### src/rtl/onchip_mem_pkg.sv
// Shared types and defaults for the on-chip RAM copy/fill master and its RAM wrapper.
package onchip_mem_pkg;

  localparam int DEF_ADDR_W = 12;
  localparam int DEF_DATA_W = 32;
  localparam int DEF_LEN_W  = DEF_ADDR_W + 1;

  localparam logic MODE_COPY = 1'b0;
  localparam logic MODE_FILL = 1'b1;

  typedef enum logic [2:0] {
    IDLE    = 3'd0,
    COPY_RD = 3'd1,
    COPY_WR = 3'd2,
    FILL_WR = 3'd3,
    DONE    = 3'd4
  } state_e;

endpackage

### src/rtl/onchip_mem_copy_master.sv
// Avalon-MM master performing block COPY (2 cycles/word) or FILL (1 cycle/word) on a
// single-port on-chip RAM with 1-cycle read latency; start/abort control, busy/done status.
module onchip_mem_copy_master
  import onchip_mem_pkg::*;
#(
  parameter int ADDR_W = DEF_ADDR_W,
  parameter int DATA_W = DEF_DATA_W,
  parameter int LEN_W  = DEF_LEN_W
) (
  input  logic                clk_i,
  input  logic                reset_i,
  input  logic                start_i,
  input  logic                mode_i,
  input  logic [ADDR_W-1:0]   src_addr_i,
  input  logic [ADDR_W-1:0]   dst_addr_i,
  input  logic [LEN_W-1:0]    length_i,
  input  logic [DATA_W-1:0]   fill_data_i,
  input  logic                abort_i,
  output logic                busy_o,
  output logic                done_o,
  output logic [LEN_W-1:0]    words_done_o,
  output logic [ADDR_W-1:0]   address_o,
  output logic [DATA_W/8-1:0] byteenable_o,
  output logic                chipselect_o,
  output logic                write_o,
  output logic [DATA_W-1:0]   writedata_o,
  output logic                clken_o,
  input  logic [DATA_W-1:0]   readdata_i
);

  state_e              state_q;
  logic [ADDR_W-1:0]   src_q, dst_q, addr_q;
  logic [LEN_W-1:0]    rem_q, words_done_q;
  logic [DATA_W-1:0]   wdata_q;
  logic                cs_q, we_q, busy_q, done_q;

  logic [ADDR_W-1:0]   src_d, dst_d;
  logic [LEN_W-1:0]    rem_d, words_done_d;
  logic                last_d;

  // Address counters wrap naturally at 2**ADDR_W.
  assign src_d        = src_q + 1'b1;
  assign dst_d        = dst_q + 1'b1;
  assign rem_d        = rem_q - 1'b1;
  assign words_done_d = words_done_q + 1'b1;
  assign last_d       = (rem_q == LEN_W'(1));

  always_ff @(posedge clk_i) begin
    if (reset_i) begin
      state_q      <= IDLE;
      src_q        <= '0;
      dst_q        <= '0;
      addr_q       <= '0;
      rem_q        <= '0;
      words_done_q <= '0;
      wdata_q      <= '0;
      cs_q         <= 1'b0;
      we_q         <= 1'b0;
      busy_q       <= 1'b0;
      done_q       <= 1'b0;
    end else begin
      done_q <= 1'b0;
      unique case (state_q)
        IDLE: begin
          if (start_i && !abort_i) begin
            src_q        <= src_addr_i;
            dst_q        <= dst_addr_i;
            rem_q        <= length_i;
            words_done_q <= '0;
            if (length_i == '0) begin
              state_q <= DONE;
              done_q  <= 1'b1;
            end else if (mode_i == MODE_FILL) begin
              state_q <= FILL_WR;
              busy_q  <= 1'b1;
              cs_q    <= 1'b1;
              we_q    <= 1'b1;
              addr_q  <= dst_addr_i;
              wdata_q <= fill_data_i;
            end else begin
              state_q <= COPY_RD;
              busy_q  <= 1'b1;
              cs_q    <= 1'b1;
              we_q    <= 1'b0;
              addr_q  <= src_addr_i;
            end
          end
        end
        COPY_RD: begin
          if (abort_i) begin
            state_q <= IDLE;
            cs_q    <= 1'b0;
            busy_q  <= 1'b0;
          end else begin
            state_q <= COPY_WR;
            we_q    <= 1'b1;
            addr_q  <= dst_q;
          end
        end
        COPY_WR: begin
          // The write on the bus lands at this edge even when aborted, so it is counted.
          src_q        <= src_d;
          dst_q        <= dst_d;
          rem_q        <= rem_d;
          words_done_q <= words_done_d;
          wdata_q      <= readdata_i;
          if (abort_i || last_d) begin
            state_q <= abort_i ? IDLE : DONE;
            done_q  <= !abort_i;
            cs_q    <= 1'b0;
            we_q    <= 1'b0;
            busy_q  <= 1'b0;
          end else begin
            state_q <= COPY_RD;
            we_q    <= 1'b0;
            addr_q  <= src_d;
          end
        end
        FILL_WR: begin
          dst_q        <= dst_d;
          rem_q        <= rem_d;
          words_done_q <= words_done_d;
          if (abort_i || last_d) begin
            state_q <= abort_i ? IDLE : DONE;
            done_q  <= !abort_i;
            cs_q    <= 1'b0;
            we_q    <= 1'b0;
            busy_q  <= 1'b0;
          end else begin
            addr_q <= dst_d;
          end
        end
        DONE:    state_q <= IDLE;
        default: state_q <= IDLE;
      endcase
    end
  end

  // RAM read data only arrives during COPY_WR, so it is forwarded straight to the bus there.
  assign writedata_o  = (state_q == COPY_WR) ? readdata_i : wdata_q;
  assign busy_o       = busy_q;
  assign done_o       = done_q;
  assign words_done_o = words_done_q;
  assign address_o    = addr_q;
  assign chipselect_o = cs_q;
  assign write_o      = we_q;
  assign byteenable_o = '1;
  assign clken_o      = 1'b1;

endmodule
### config.mk
export PLATFORM = sky130hd
export DESIGN_NAME = onchip_mem_copy_master
export DESIGN_NICKNAME = d
export VERILOG_FILES = /design/src/rtl/onchip_mem_pkg.sv /design/src/rtl/onchip_mem_copy_master.sv
export SDC_FILE = /design/constraint.sdc
export NUM_CORES = 1
export LEC_CHECK = 0
export CORE_MARGIN = 2
export CORE_UTILIZATION = 53
export CTS_BUF_LIST = sky130_fd_sc_hd__clkbuf_16
export DETAILED_ROUTE_END_ITERATION = 6
export PLACE_DENSITY = 0.87
export SYNTH_ARGS = -nofsm -noshare
export SYNTH_HDL_FRONTEND = slang
export SYNTH_SLANG_ARGS = --single-unit
export TNS_END_PERCENT = 50
### constraint.sdc
create_clock -name clk_i -period 4.6 [get_ports clk_i]
set_input_delay 0.92 -clock clk_i [delete_from_list [all_inputs] [get_ports clk_i]]
set_output_delay 0.92 -clock clk_i [all_outputs]
set_load 0.05 [all_outputs]
==> flow_summary_export.csv <==
group,metric,value,unit
placement,dp_hpwl,12100,um
clocking,cts_buffers,9,
run_status,status,"finished, violations left",
sta,rsz0062_at_grt,"false",
synthesis,synth.ff_latch_count,100,
global_route,grt_max_degree,87,
detailed_routing,antenna_left,0,
run,max_cap_viol_count,0,
placement,placed_area,7670,um2
cells_and_area,post-route-cell-area,8000,um2
die,die_area,12400,um2
cells_and_area,fin_nets,1026,
power_and_ir_drop,total_power,2.53,mW
synthesis,avgSynthCellArea,7.69,um2
synthesis,ys_top_cells_by_count,"nand2_1 (174), nor2_1 (104), dfxtp_1 (100)",
run_status,violations,"DRC",
detailed_routing,wl_per_cell,16.5,um
global_route,grt_pass1_wl,28800,um
critical_path,crit_top_cell,"nand2_1",
synthesis,yosysSeqAreaShare,32.9,%
synthesis,syn_inst,792,
global_route,antenna_found_initial,0,
placement,gp_congestion,0.897,
critical_path,cp-end-kind,"output port",
clocking,cts_resized,0,
sta,finalSetupTns,0,ns
clocking,root_buffer,"clkbuf_16",
sta,fin_skew,0.00768,ns
global_route,grt-ovfl-total,0,
synthesis,synth_area_leader_cell,"dfxtp_1",
synthesis,yosysWarningCount,0,
critical_path,cp_max_fo,62,
detailed_routing,vias,6312,
detailed_routing,drt-total-wl,17500,um
sta,worst_hold_slack,0.475,ns
power_and_ir_drop,p_leak,2.94,nW
power_and_ir_drop,ir_worst_vdd,346,uV
die,chipWidth,111,um
sta,slew_headroom,23.8,%
global_route,track_usage,27.9,%
synthesis,syn_area,6090,um2
synthesis,ys.flop_type,"dfxtp_1",
sta,finalCriticalPeriod,3.83,ns
synthesis,synth.distinct_cells,68,
critical_path,worst_ep_required_time,3.68,ns
detailed_routing,dr.first_iter.drc_count,607,
cells_and_area,multiInputGateArea,3710,um2
die,die_h,111,um
synthesis,synth_top_area_share,32.9,%
placement,dp_slack,0.960,ns
detailed_routing,drt_pass1_iterations,7,
clocking,clock-sinks,100,
synthesis,synth_edf_count,0,
die,io_pins,172,
die,rows,39,
min_path,hp-class,"reg2reg",
detailed_routing,vias_per_cell,5.94,
sta,fmax,261,MHz
power_and_ir_drop,power_density,316,nW/um2
clocking,hold_buffers,0,
cells_and_area,layout.cells.non_filler,1062,
cells_and_area,drive_gt1_share,8.49,%
sta,finalSetupViolCount,0,
critical_path,crit_family,"buffers and inverters",
sta,hold_viol_final,0,
sta,period_share,83.3,%
cells_and_area,syn2layout_area_growth,31.3,%
cells_and_area,register_area,2000,um2
die,initial_core_util,53.8,%
critical_path,worstSetupPathType,"reg2out",
cells_and_area,fill_cells,912,
placement,port_buffers,166,
cells_and_area,n_antenna_cell,0,
clocking,htreeDepth,3,
global_route,grt_pass1_vias,5852,
synthesis,yosysMostFrequentCell,"nand2_1",
critical_path,slowest_stage,"clkdlybuf4s50_1",
clocking,clkLatencyLatePin,0.34,ns
critical_path,path_cells,"nor2_1 > nand2_2 > buf_4 > nand2_1 > nand2_1 > clkdlybuf4s50_1",
detailed_routing,drc,4,
sta,finalWorstSetupSlack,0.769,ns
clocking,clockBufferDepth,2,
synthesis,postSynth.asyncResetShare,0,%
clocking,postCtsSetupRepairBufs,0,
clocking,cts_tree,"done",
critical_path,arrival,2.91,ns
sta,maxSlewViolCount,0,
cells_and_area,final_util,70.6,%
critical_path,startpoint_type,"flip-flop",
clocking,clk_pin_slew_worst_paths,0.07,ns
synthesis,synth_area_leaders,"dfxtp_1 (33%), nand2_1 (11%), a311oi_2 (7.9%), nor2_1 (6.4%), a21oi_1 (3.8%)",
placement,placedCellCount,1047,
die,design.core.area,11300,um2
critical_path,slowest_delay,0.81,ns
critical_path,cp_num_buf_inv,2,
sta,worst_pin_slew,1.14,ns
-- registers in the layout (all words and copies together) (netlist names) --
register	count
wdata_q	32
busy_o	1
words_done_o	13
src_q	12
address_o	12
write_o	1
state_q	3
done_o	1
rem_q	13
dst_q	12
-- where the power goes --
part / internal [mW] / switching (mW)
clock: 0.525 / 0.318
combinational: 0.285 / 0.417
sequential: 0.925 / 0.0567
total: 1.73 / 0.792
-- path summary, 6_finish.rpt --
kind | from | endpoint | slack [ns] | depth (start not counted)
worst max register to register | state_q[1] | wdata_q[28] | 1.58 | 7
worst max-delay path | state_q[2] | writedata_o[8] | 0.77 | 6
worst min-delay path | write_o | write_o | 0.48 | 2
worst min register to register | write_o | write_o | 0.48 | 2
-- layer usage --
metal	global-route usage, %	up-vias	wire length, um
met4	8.40	0	375
met3	4.05	32	1150
met2	46.1	236	8500
met5	0	-	0
li1	-	3074	-
met1	37.9	2970	7450
-- worst register-to-register path, stage by stage, from the launching register on --
cell,delay (ns)
dfxtp_1,0.31
buf_4,0.26
nor3b_4,0.23
buf_4,0.45
a31o_2,0.94
buf_4,0.43
nor2_1,0.09
a311oi_2,0.24
-- cell type report --
class                           count  share of cell area [%]
Tap cell                          143                    2.24
Multi-Input combinational cell    617                    46.4
Sequential cell                   100                    25.0
Clock inverter                      6                    1.30
Timing Repair Buffer              177                    21.8
Inverter                           10                   0.469
Clock buffer                        9                    2.82
-- cell usage in the layout (no fill, tap or decap), types with 4 or more instances in the layout --
cell type        count
xnor2_1             18
a22oi_1              9
nand3_1             15
nand3b_1             4
buf_4               12
nor4_1               6
a311oi_2            32
o22ai_1              7
nor4_2               4
mux2i_1             10
nor3_1              25
clkbuf_16            9
nand2_1            173
a211oi_1            17
nor2_1             104
dfxtp_1            100
clkdlybuf4s50_1    165
or3_1                4
nor3b_1              4
nand4_1             12
ha_1                 5
and4_1               4
inv_1               10
a31oi_1              5
conb_1               5
a221oi_1             9
a21oi_1             46
nand2b_1             4
xor2_1              10
o21ai_0             26
a311oi_1             5
-- cells by family after synthesis --
logic type | after synthesis | share of synthesized area, %
XOR/XNOR | 28 | 4.03
flip-flops | 100 | 32.9
other | 1 | 0.0616
AND/OR/NAND/NOR | 380 | 28.6
adder cells (fa/ha/maj) | 5 | 1.03
multiplexers | 13 | 2.20
AO/OA/AOI/OAI | 186 | 24.6
buffers and inverters | 79 | 6.62
(Power assumes the default switching activity.)
